### src/rtl/ifu_pkg.sv
// Shared definitions for the instruction fetch unit and its neighbours.
package ifu_pkg;

  // Bus widths shared with decode.
  localparam int unsigned IFU_ADDR_W = 32;
  localparam int unsigned IFU_INST_W = 32;

  // Default first fetch address after reset.
  localparam logic [31:0] IFU_RESET_PC = 32'h8000_0000;

  localparam logic [31:0] ZERO_WORD = 32'h0000_0000;

  typedef enum logic [2:0] {
    StIdle,
    StReq,
    StWait,
    StHold,
    StErr
  } ifu_state_e;

endpackage

### src/rtl/ifu_if.sv
// Fetch-side bus bundle: imem request/response, decode handoff and redirect input.
interface ifu_if #(
  parameter int unsigned ADDR_W = 32,
  parameter int unsigned INST_W = 32
) ();

  logic              imem_req_valid;
  logic              imem_req_ready;
  logic [ADDR_W-1:0] imem_req_addr;
  logic              imem_resp_valid;
  logic [INST_W-1:0] imem_resp_data;
  logic              imem_resp_err;
  logic              inst_valid;
  logic              inst_ready;
  logic [INST_W-1:0] inst_id;
  logic [ADDR_W-1:0] pc_id;
  logic              redirect_valid;
  logic [ADDR_W-1:0] redirect_pc;
  logic              fetch_err;

  // Fetch unit side.
  modport master (
    output imem_req_valid, imem_req_addr, inst_valid, inst_id, pc_id, fetch_err,
    input  imem_req_ready, imem_resp_valid, imem_resp_data, imem_resp_err,
    input  inst_ready, redirect_valid, redirect_pc
  );

  // Memory / decode / branch-resolution side.
  modport slave (
    input  imem_req_valid, imem_req_addr, inst_valid, inst_id, pc_id, fetch_err,
    output imem_req_ready, imem_resp_valid, imem_resp_data, imem_resp_err,
    output inst_ready, redirect_valid, redirect_pc
  );

endinterface

### src/rtl/ifu.sv
// Instruction fetch unit: owns the PC, issues one word fetch at a time, hands the
// fetched instruction to decode and honours control-flow redirects.
module ifu
  import ifu_pkg::*;
#(
  parameter int unsigned       ADDR_W   = IFU_ADDR_W,
  parameter int unsigned       INST_W   = IFU_INST_W,
  parameter logic [ADDR_W-1:0] RESET_PC = IFU_RESET_PC
) (
  input  logic clk,
  input  logic rst,
  ifu_if.master bus
);

  ifu_state_e        r_state;
  logic [ADDR_W-1:0] r_pc;
  logic [ADDR_W-1:0] r_req_addr;   // address of the request being presented
  logic              r_kill;       // outstanding response belongs to a dead path
  logic [INST_W-1:0] r_inst_id;
  logic [ADDR_W-1:0] r_pc_id;
  logic              r_fetch_err;

  logic [ADDR_W-1:0] w_redirect_pc;
  logic [ADDR_W-1:0] w_pc_inc;
  logic              w_req_fire;

  // Redirect targets are word-aligned; low bits are dropped.
  assign w_redirect_pc = bus.redirect_pc & ~{{(ADDR_W-2){1'b0}}, 2'b11};
  assign w_pc_inc      = r_pc + ADDR_W'(4);
  assign w_req_fire    = (r_state == StReq) && bus.imem_req_ready;

  assign bus.imem_req_valid = (r_state == StReq);
  assign bus.inst_valid     = (r_state == StHold);
  assign bus.imem_req_addr  = r_req_addr;
  assign bus.inst_id        = r_inst_id;
  assign bus.pc_id          = r_pc_id;
  assign bus.fetch_err      = r_fetch_err;

  // Fetch FSM plus PC, kill flag and decode-side holding registers.
  // r_req_addr is latched on entry to StReq so a redirect that arrives while the
  // request is stalled cannot disturb the address memory is looking at; the stale
  // request completes and its response is dropped via r_kill.
  always_ff @(posedge clk) begin
    if (rst) begin
      r_state     <= StIdle;
      r_pc        <= RESET_PC;
      r_req_addr  <= RESET_PC;
      r_kill      <= 1'b0;
      r_inst_id   <= INST_W'(ZERO_WORD);
      r_pc_id     <= ADDR_W'(ZERO_WORD);
      r_fetch_err <= 1'b0;
    end else begin
      case (r_state)
        StIdle: begin
          r_state    <= StReq;
          r_req_addr <= r_pc;
        end

        StReq: begin
          if (w_req_fire) begin
            r_state <= StWait;
          end
          if (bus.redirect_valid) begin
            r_pc   <= w_redirect_pc;
            r_kill <= 1'b1;
          end
        end

        StWait: begin
          if (bus.imem_resp_valid) begin
            if (r_kill || bus.redirect_valid) begin
              // Dead-path response (error included): refetch on the new path.
              r_kill     <= 1'b0;
              r_state    <= StReq;
              r_pc       <= bus.redirect_valid ? w_redirect_pc : r_pc;
              r_req_addr <= bus.redirect_valid ? w_redirect_pc : r_pc;
            end else if (bus.imem_resp_err) begin
              r_fetch_err <= 1'b1;
              r_state     <= StErr;
            end else begin
              r_inst_id <= bus.imem_resp_data;
              r_pc_id   <= r_pc;
              r_pc      <= w_pc_inc;
              r_state   <= StHold;
            end
          end else if (bus.redirect_valid) begin
            r_pc   <= w_redirect_pc;
            r_kill <= 1'b1;
          end
        end

        StHold: begin
          // Redirect beats the handshake; the held instruction is dropped either way.
          if (bus.redirect_valid) begin
            r_pc       <= w_redirect_pc;
            r_req_addr <= w_redirect_pc;
            r_state    <= StReq;
          end else if (bus.inst_ready) begin
            r_req_addr <= r_pc;
            r_state    <= StReq;
          end
        end

        StErr: begin
          r_state <= StErr;
        end

        default: begin
          r_state <= StIdle;
        end
      endcase
    end
  end

endmodule
### src/flat_wrapper.sv
// flat-port wrapper written by rule: the top's interface ports become plain ports
module ifu_flat import ifu_pkg::*;
#(
  parameter int unsigned       ADDR_W   = IFU_ADDR_W,
  parameter int unsigned       INST_W   = IFU_INST_W,
  parameter logic [ADDR_W-1:0] RESET_PC = IFU_RESET_PC
)
  (clk, rst, bus_imem_req_valid, bus_imem_req_addr, bus_inst_valid, bus_inst_id, bus_pc_id, bus_fetch_err, bus_imem_req_ready, bus_imem_resp_valid, bus_imem_resp_data, bus_imem_resp_err, bus_inst_ready, bus_redirect_valid, bus_redirect_pc);
  ifu_if #(.ADDR_W(ADDR_W), .INST_W(INST_W)) bus_i ();
  input  logic clk;
  input  logic rst;
  output wire logic [$bits(bus_i.imem_req_valid)-1:0] bus_imem_req_valid;
  output wire logic [$bits(bus_i.imem_req_addr)-1:0] bus_imem_req_addr;
  output wire logic [$bits(bus_i.inst_valid)-1:0] bus_inst_valid;
  output wire logic [$bits(bus_i.inst_id)-1:0] bus_inst_id;
  output wire logic [$bits(bus_i.pc_id)-1:0] bus_pc_id;
  output wire logic [$bits(bus_i.fetch_err)-1:0] bus_fetch_err;
  input wire logic [$bits(bus_i.imem_req_ready)-1:0] bus_imem_req_ready;
  input wire logic [$bits(bus_i.imem_resp_valid)-1:0] bus_imem_resp_valid;
  input wire logic [$bits(bus_i.imem_resp_data)-1:0] bus_imem_resp_data;
  input wire logic [$bits(bus_i.imem_resp_err)-1:0] bus_imem_resp_err;
  input wire logic [$bits(bus_i.inst_ready)-1:0] bus_inst_ready;
  input wire logic [$bits(bus_i.redirect_valid)-1:0] bus_redirect_valid;
  input wire logic [$bits(bus_i.redirect_pc)-1:0] bus_redirect_pc;
  assign bus_imem_req_valid = bus_i.imem_req_valid;
  assign bus_imem_req_addr = bus_i.imem_req_addr;
  assign bus_inst_valid = bus_i.inst_valid;
  assign bus_inst_id = bus_i.inst_id;
  assign bus_pc_id = bus_i.pc_id;
  assign bus_fetch_err = bus_i.fetch_err;
  assign bus_i.imem_req_ready = bus_imem_req_ready;
  assign bus_i.imem_resp_valid = bus_imem_resp_valid;
  assign bus_i.imem_resp_data = bus_imem_resp_data;
  assign bus_i.imem_resp_err = bus_imem_resp_err;
  assign bus_i.inst_ready = bus_inst_ready;
  assign bus_i.redirect_valid = bus_redirect_valid;
  assign bus_i.redirect_pc = bus_redirect_pc;
  ifu #(.ADDR_W(ADDR_W), .INST_W(INST_W), .RESET_PC(RESET_PC)) u_core (.clk(clk), .rst(rst), .bus(bus_i));
endmodule
### config.mk
export PLATFORM = sky130hd
export DESIGN_NAME = ifu_flat
export DESIGN_NICKNAME = d
export VERILOG_FILES = /design/src/rtl/ifu_pkg.sv /design/src/rtl/ifu_if.sv /design/src/rtl/ifu.sv /design/src/flat_wrapper.sv
export SDC_FILE = /design/constraint.sdc
export NUM_CORES = 1
export LEC_CHECK = 0
export BUFFER_PORTS_ARGS = -buffer_cell sky130_fd_sc_hd__buf_2
export CAP_MARGIN = 10
export CORE_MARGIN = 3
export CORE_UTILIZATION = 44
export CTS_CLUSTER_SIZE = 14
export DETAILED_ROUTE_END_ITERATION = 10
export GPL_ROUTABILITY_DRIVEN = 0
export GPL_TIMING_DRIVEN = 0
export PLACE_DENSITY = 0.7
export SKIP_CTS_REPAIR_TIMING = 1
export SKIP_LAST_GASP = 1
export SYNTH_ARGS = -nofsm -noshare
export SYNTH_HDL_FRONTEND = slang
export SYNTH_SLANG_ARGS = --single-unit
### constraint.sdc
create_clock -name clk -period 1.9 [get_ports clk]
set_input_delay 0.095 -clock clk [delete_from_list [all_inputs] [get_ports clk]]
set_output_delay 0.095 -clock clk [all_outputs]
set_load 0.01 [all_outputs]
# Word level (Yosys, flattened, before mapping)
# Index checks and enable logic that the tools add are counted.
[totals]
register_bits = 133
inputBits = 71
output_inout_bits = 99
word_cells = 54
[op_classes]
addsub = 1
n_eq_ne = 10
mux = 21
bitwise = 2
reduce_logical = 13
[ops]
columns = ["operator", "n"]
rows = [
  ["$mux W32", 8],
  ["$pmux W32 S3", 1],
  ["$pmux W32 S2", 1],
  ["$add A32 B3 Y32 const B", 1],
  ["$mux W3", 6],
  ["$pmux W3 S5", 1],
  ["$reduce_and A4 Y1", 3],
  ["$eq A3 B2 Y1 const B", 2],
  ["$ne A2 B1 Y1 const B", 2],
  ["$ne A4 B3 Y1 const B", 1],
  ["$reduce_and A2 Y1", 2],
  ["$reduce_bool A2 Y1", 2],
  ["$eq A3 B1 Y1 const B", 1],
  ["$eq A3 B3 Y1 const B", 1],
  ["$logic_not A3 Y1", 1],
  ["$mux W1", 3],
  ["$ne A3 B1 Y1 const B", 1],
  ["$ne A3 B2 Y1 const B", 1],
  ["$reduce_and A3 Y1", 1],
  ["$reduce_bool A3 Y1", 1],
  ["$ne A2 B2 Y1 const B", 1],
  ["$not A1 Y1", 2],
  ["$pmux W1 S2", 1],
  ["$reduce_or A2 Y1", 1],
  ["other kinds (2)", 2],
]

# Depth between registers and ports, before layout
# Gate-level depths: netlist (run 1).
[depth]
word_depth = 5
ltp_mapped = 9
mapped_depth_nobuf = 6

# Worst setup path before layout (run 1)
# Ideal clock, no wire load.
[synth_timing]
path_type = "flip-flop to flip-flop"
from = "register u_core.r_pc[4]"
to = "register u_core.r_pc[25]"
setup_time_ns = 0.074
arrival_time_ns = 1.925
t_required_ns = 1.826
setup_slack_ns = -0.099
stages_incl_launch_ff = 8
n_path_buf = 2
synth_period_minus_slack_ns = 1.999
path_cell_list = "dfxtp_1 > buf_4 > nand4_2 > or2_0 > buf_2 > or4_4 > or4_1 > a31oi_1"
[synth_between]
elab_chain_len = 5
[synth_rtl]
columns = ["item", "line", "source"]
rows = [
  ["start, declared", "ifu.sv:16", "logic [ADDR_W-1:0] r_pc;"],
  ["start signal, assigned", "ifu.sv:64", "r_pc <= w_redirect_pc;"],
  ["start signal, assigned", "ifu.sv:75", "r_pc <= bus.redirect_valid ? w_redirect_pc : r_pc;"],
  ["start signal, assigned", "ifu.sv:83", "r_pc <= w_pc_inc;"],
  ["$add A32 B3 Y32", "ifu.sv:29", "assign w_pc_inc = r_pc + ADDR_W'(4);"],
  ["$mux W32", "ifu.sv:77", "end else if (bus.imem_resp_err) begin"],
  ["$mux W32", "ifu.sv:71", "if (r_kill || bus.redirect_valid) begin"],
  ["$mux W32", "ifu.sv:70", "if (bus.imem_resp_valid) begin"],
  ["$pmux W32 S2", "ifu.sv:53", "case (r_state)"],
]
# No other way between the ends. The select of a mux whose other input is x is not followed.
# A chain may end at the register's enable or synchronous reset.

# Worst setup path after layout (run 1)
[layout_timing]
from = "register u_core.r_pc[2]"
to = "register u_core.r_pc[25]"
# The elaborated chain is that of the path after synthesis.

==> key figures, run 1 <==
Cells and area
  – Final instance area: 8600 µm²
  – Ant diodes: 0
  – Most frequent cells in the layout: nand2_1, buf_2, dfxtp_1, a21oi_1, nor2_1
  – Most common cell after layout, fill and taps aside: nand2_1
  – Core Util, Final: 66.8%
  – Synth-to-layout area growth: 45.1%
  – Total Nets Final: 1097
  – Share of cells above drive strength 1: 30.7%

Drt
  – Metal-1 WL: 9160 µm
  – Initial DRC count: 617
  – Post-Route WL: 21000 µm
  – Via density: 5.58
  – Routed wire per std cell: 17.4 µm
  – Via count: 6746
  – Routed met3 length: 1930 µm
  – Drt first pass iters: 5
  – Metal2 WL: 9350 µm
  – DRC: 0
  – Top Layer Used: met4
  – DRT antenna net count: 0

Critical path
  – Reg-to-reg startpoint: u_core.r_pc[2]
  – FF-to-FF setup slack: -0.20 ns
  – WP data required: 2.25 ns
  – Worst reg2reg path depth: 6
  – Critical Path End Type: register
  – Arrival time at the worst endpoint: 2.45 ns
  – FF-to-FF End: u_core.r_pc[25]
  – Type of origin of the critical path: register
  – Setup CP Type: register to register
  – Crit path max fanout: 6

CTS
  – Clock Sinks: 133
  – CTS root buffer: clkbuf_16
  – H-tree Lvls: 4
  – CTS tree: yes
  – Worst-path clk slew: 0.06 ns
  – Worst skew pair latency: 0.43 ns
  – Max Buffers Root-to-Sink: 2
  – TritonCTS Buffers: 17

Worst hold path
  – Hold wc startpoint: bus_redirect_pc[13]
  – Hold Crit Depth: 3
  – Hold Path End: u_core.r_pc[13]
  – HP Class: input pin to register

GRT
  – Remaining Overflow, GRT: 0
  – First-pass GRT wire length: 30500 µm
  – Largest net degree at the start of global routing: 17
  – Initial antenna violation count: 0
  – All-Layer GR Usage: 26.3%
  – Vias in the first global route: 5761

Die
  – Die area: 14900 µm²
  – # IOs: 170
  – Die width: 122 µm
  – Initial Utilization: 46.1%
  – Core area: 12900 µm²
  – # rows: 41
  – Die Y: 122 µm

Synth
  – Synth Cell Area: 5930 µm²
  – Syn avg cell area: 7.75 µm²
  – FFs w/ async S/R, synth: 0%
  – Ys Warns: 0
  – Register area share after synthesis: 44.9%
  – Synth unique cells: 62
  – Synth Flop Type: dfxtp_1
  – Synth Instances: 765
  – Post-synth EDFFs: 0
  – #FFs+latches synth: 133
  – Syn_nets: 837

Power
  – Leak: 3.54 nW
  – Total power: 7.74 mW
  – PD cells: 900 nW/µm²
  – Max IR drop VDD: 0.640 mV

Placed design
  – Pre-CTS setup slack: -0.657 ns
  – Post-DP HPWL: 14100 µm
  – Buffers on Ports: 166
  – Placed cell area: 7000 µm²

STA
  – Period utilization: 110%
  – Fin Hold WS: -0.0350 ns
  – Final setup vio count: 8
  – Final clock skew: 0.00826 ns
  – RSZ-0062 raised after global routing: true
  – Crit path time final: 2.10 ns
  – Fmax: 477 MHz
  – Final Hold Fails: 17
  – Slew headroom: 55.8%
  – Max Transition Viols Final: 0
  – Tightest Pin Transition: 0.662 ns
  – Setup WS post-layout: -0.197 ns

Outcome
  – Failing checks: negative hold slack, negative setup slack
  – Status: finished with violations

Run
  – Max-cap violation count: 0
[layer usage]
layer  global-route usage (%)  vias up
met3                     6.13       56
met2                     38.3      349
met4                     9.66        0
met5                        0        -
li1                         -     3240
met1                     37.9     3101
[how the worst max path moves through the flow]
stage                              start                   end  slack (ns)  depth (start not counted)
final                     u_core.r_pc[2]       u_core.r_pc[25]       -0.20                          6
after global routing      u_core.r_pc[6]       u_core.r_pc[25]       -0.26                          6
after detailed placement   u_core.r_kill  u_core.bus.pc_id[29]       -0.66                          7
after CTS                  u_core.r_kill  u_core.bus.pc_id[29]       -0.68                          7
after floorplan           u_core.r_pc[4]       u_core.r_pc[25]       -0.07                          7
after global placement     u_core.r_kill  u_core.bus.pc_id[24]       -0.64                          7
[through the flow]
step | cells | hold WS, ns | TNS [ns]
2_1_floorplan | 765 | 0.207 | -0.133
3_3_place_gp | 1103 | 0.337 | -59.38
3_5_place_dp | 1103 | 0.341 | -60.82
4_1_cts | 1134 | -0.106 | -63.16
5_1_grt | 1209 | 0.000792 | -1.53
6_report | 1209 | -0.0350 | -0.730
[cells by family (layout without fill, tap and decap cells)]
logic type               count (synthesis)  count (layout)  share of synthesized area [%]
multiplexers                             5               5                          0.886
flip-flops                             133             133                           44.9
AO/OA/AOI/OAI                          185             185                           20.2
AND/OR/NAND/NOR                        366             366                           28.0
adder cells (fa/ha/maj)                  1               1                          0.211
buffers and inverters                   75             347                           5.80
[registers in the layout, summed over array words and instances, names as in the netlist]
| signal | flops |
|---|---|
| u_core.bus.imem_req_addr | 32 |
| u_core.r_kill | 1 |
| u_core.bus.fetch_err | 1 |
| u_core.r_state | 3 |
| u_core.bus.inst_id | 32 |
| u_core.bus.pc_id | 32 |
| u_core.r_pc | 32 |
[critical path, stage by stage, from the launching register on]
cell and delay, ns:
dfxtp_4 0.40, nand4_4 0.13, or2_0 0.24, buf_4 0.14, or4_4 0.46, or4_1 0.52
a31oi_1 0.14
[power breakdown]
part / switching [mW] / internal [mW]
registers: 0.145 / 2.94
logic: 0.624 / 0.484
clock network: 1.20 / 2.35
total: 1.97 / 5.77
[area by class of cell]
cell class                      count  area, µm²
Clock inverter                     10        179
Buffer                             63        417
Clock buffer                       21        450
Timing Repair Buffer              246       1550
Fill cell                        1121       4270
Sequential cell                   133       2700
Multi-Input combinational cell    557       3060
Inverter                            7       26.3
Tap cell                          172        215
[synthesized netlist by cell type (4+ instances only)]
cell,count,area share (%)
nand2_1,183,12
dfxtp_1,133,45
a21oi_1,84,7.1
nor2_1,68,4.3
clkbuf_1,48,3.0
nand3_1,42,3.5
a311oi_1,33,4.9
o21ai_0,15,1.3
a211oi_1,14,1.8
buf_2,12,1.0
nand4_1,10,1.1
nor3_1,10,0.84
nor4_1,8,0.84
inv_1,7,0.44
o22ai_1,7,0.74
and3_1,5,0.53
nand2b_1,5,0.53
nor2b_1,5,0.53
clkbuf_8,4,0.93
nor3b_1,4,0.51
o21bai_1,4,0.51
Note: power is estimated with default switching activity, not from simulation.
==> inputs of run 2 (changes only) <==
--- a/config.mk
+++ b/config.mk
@@ -13,6 +13,7 @@
 export DETAILED_ROUTE_END_ITERATION = 10
 export GPL_ROUTABILITY_DRIVEN = 0
 export GPL_TIMING_DRIVEN = 0
+export MAX_ROUTING_LAYER = met4
 export PLACE_DENSITY = 0.7
 export SKIP_CTS_REPAIR_TIMING = 1
 export SKIP_LAST_GASP = 1
==> constraint.sdc (replaced) <==
create_clock -name clk -period 1.9 [get_ports clk]
set_input_delay 0.19 -clock clk [delete_from_list [all_inputs] [get_ports clk]]
set_output_delay 0.19 -clock clk [all_outputs]
set_load 0.005 [all_outputs]
==> run 2 against run 1 <==
The flow finishes with violations (negative setup slack). Worst setup slack lost 0.051 ns. Sequential cell count unchanged. Non-clock buffer count shrank 47. Global-route usage is 0.80 points higher. Sequential share of layout area increased by 1.3 points. Clock skew is 0.0021 ns lower. Largest cell class unchanged.
==> key figures, run 2 (same netlist as run 1, synthesis figures left out) <==
Worst hold path
  – HP Class: input pin to register (unchanged)
  – Hold Path End: u_core.bus.inst_id[11] (was u_core.r_pc[13])
  – Hold Crit Depth: 3 (unchanged)
  – Hold wc startpoint: bus_imem_resp_data[11] (was bus_redirect_pc[13])

Placed design
  – Post-DP HPWL: 14100 µm (unchanged)
  – Buffers on Ports: 166 (unchanged)

STA
  – Final clock skew: 0.00617 ns (was 0.00826 ns)
  – Setup TNS: -0.850 ns (was -0.730 ns)
  – Slew headroom: 54.8% (was 55.8%)
  – Setup WS post-layout: -0.248 ns (was -0.197 ns)
  – Fmax: 466 MHz (was 477 MHz)
  – Max Transition Viols Final: 0 (unchanged)
  – Final setup vio count: 11 (was 8)
  – Final Hold Fails: 0 (was 17)
  – Period utilization: 113% (was 110%)
  – Crit path time final: 2.15 ns (was 2.10 ns)
  – RSZ-0062 raised after global routing: true (unchanged)
  – Tightest Pin Transition: 0.678 ns (was 0.662 ns)

CTS
  – Worst skew pair latency: 0.43 ns (about the same)
  – Worst-path clk slew: 0.06 ns (about the same)
  – CTS tree: yes (unchanged)
  – Clock Sinks: 133 (unchanged)
  – H-tree Lvls: 4 (unchanged)
  – CTS root buffer: clkbuf_16 (unchanged)
  – TritonCTS Buffers: 17 (unchanged)
  – Max Buffers Root-to-Sink: 2 (unchanged)

Critical path
  – Reg-to-reg startpoint: u_core.r_pc[4] (was u_core.r_pc[2])
  – Setup CP Type: register to register (unchanged)
  – Crit path max fanout: 6 (unchanged)
  – WP data required: 2.24 ns (was 2.25 ns)
  – Worst reg2reg path depth: 7 (was 6)
  – FF-to-FF setup slack: -0.25 ns (was -0.20 ns)
  – Arrival time at the worst endpoint: 2.49 ns (was 2.45 ns)
  – Critical Path End Type: register (unchanged)
  – FF-to-FF End: u_core.r_pc[31] (was u_core.r_pc[25])
  – Type of origin of the critical path: register (unchanged)

GRT
  – Largest net degree at the start of global routing: 17 (unchanged)
  – Vias in the first global route: 5767 (was 5761)
  – Initial antenna violation count: 0 (unchanged)
  – First-pass GRT wire length: 30400 µm (was 30500 µm)
  – Remaining Overflow, GRT: 0 (unchanged)
  – All-Layer GR Usage: 27.1% (was 26.3%)

Drt
  – Routed wire per std cell: 17.9 µm (was 17.4 µm)
  – Initial DRC count: 733 (was 617)
  – DRT antenna net count: 0 (unchanged)
  – Via count: 6519 (was 6746)
  – Via density: 5.61 (was 5.58)
  – DRC: 0 (unchanged)
  – Drt first pass iters: 6 (was 5)
  – Post-Route WL: 20800 µm (was 21000 µm)

Die
  – Core area: 12900 µm² (unchanged)
  – Die Y: 122 µm (unchanged)
  – Initial Utilization: 46.1% (unchanged)
  – # IOs: 170 (unchanged)
  – # rows: 41 (unchanged)
  – Die width: 122 µm (unchanged)
  – Die area: 14900 µm² (unchanged)

Power
  – PD cells: 928 nW/µm² (was 900 nW/µm²)
  – Total power: 7.64 mW (was 7.74 mW)
  – Leak: 3.37 nW (was 3.54 nW)
  – Max IR drop VDD: 0.623 mV (was 0.640 mV)

Outcome
  – Failing checks: negative setup slack (was negative hold slack, negative setup slack)
  – Status: finished with violations (unchanged)

Run
  – Max-cap violation count: 0 (unchanged)

Cells and area
  – Ant diodes: 0 (unchanged)
  – Total Nets Final: 1050 (was 1097)
  – Most frequent cells in the layout: nand2_1, buf_2, dfxtp_1, a21oi_1, nor2_1 (unchanged)
  – Fill count: 1165 (was 1121)
  – Most common cell after layout, fill and taps aside: nand2_1 (unchanged)
  – Synth-to-layout area growth: 38.8% (was 45.1%)
  – Share of cells above drive strength 1: 32.8% (was 30.7%)
## run 2: worst max path at each step
| stage | from | to | slack [ns] | cells past startpoint |
|---|---|---|---|---|
| after detailed placement | u_core.r_kill | u_core.bus.pc_id[29] | -0.66 | 7 |
| after CTS | u_core.r_kill | u_core.bus.pc_id[29] | -0.68 | 7 |
| after global routing | u_core.r_pc[5] | u_core.r_pc[31] | -0.31 | 6 |
| after floorplan | u_core.r_pc[4] | u_core.r_pc[25] | -0.07 | 7 |
| after global placement | u_core.r_kill | u_core.bus.pc_id[24] | -0.64 | 7 |
| final | u_core.r_pc[4] | u_core.r_pc[31] | -0.25 | 7 |
## run 2: layout make-up
cell class | instances | area, µm² | area share (%)
tap | 172 | 215 | 2.61
buffer | 63 | 435 | 5.29
timing repair buffer | 199 | 1130 | 13.7
clock inverter | 10 | 179 | 2.17
sequential | 133 | 2700 | 32.7
multi-input combinational | 557 | 3100 | 37.7
inverter | 7 | 26.3 | 0.319
clock buffer | 21 | 450 | 5.47
## run 2: per-stage QoR
step	hold WS [ns]	setup slack [ns]	instance area, µm²	utilization [%]	std cells
3_5_place_dp	0.436	-0.657	7000	54.4	1103
6_report	0.000529	-0.248	8230	63.9	1162
4_1_cts	-0.0111	-0.683	7630	59.3	1134
5_1_grt	0.00797	-0.306	8230	63.9	1162
3_3_place_gp	0.432	-0.643	7000	54.4	1103
2_1_floorplan	0.302	-0.0711	5960	-	765
## run 2: report_power, final
part | total [mW] | internal [mW] | leakage (nW) | switching, mW
combinational | 1.00 | 0.422 | 1.97 | 0.581
clock | 3.55 | 2.35 | 0.311 | 1.20
sequential | 3.09 | 2.94 | 1.09 | 0.149
## run 2: worst max-delay path, cell delays in order (launching register included)
cell and delay (ns):
dfxtp_2 0.32, buf_6 0.11, nand4_4 0.13, or2_0 0.25, buf_4 0.15, or4_4 0.47
or4_4 0.43, o211ai_1 0.20
## run 2: per-layer routing
layer,global-route usage [%],wire length [µm]
met4,9.66,554
met2,38.2,9120
met5,-,0
met3,6.08,1920
met1,38.1,9160
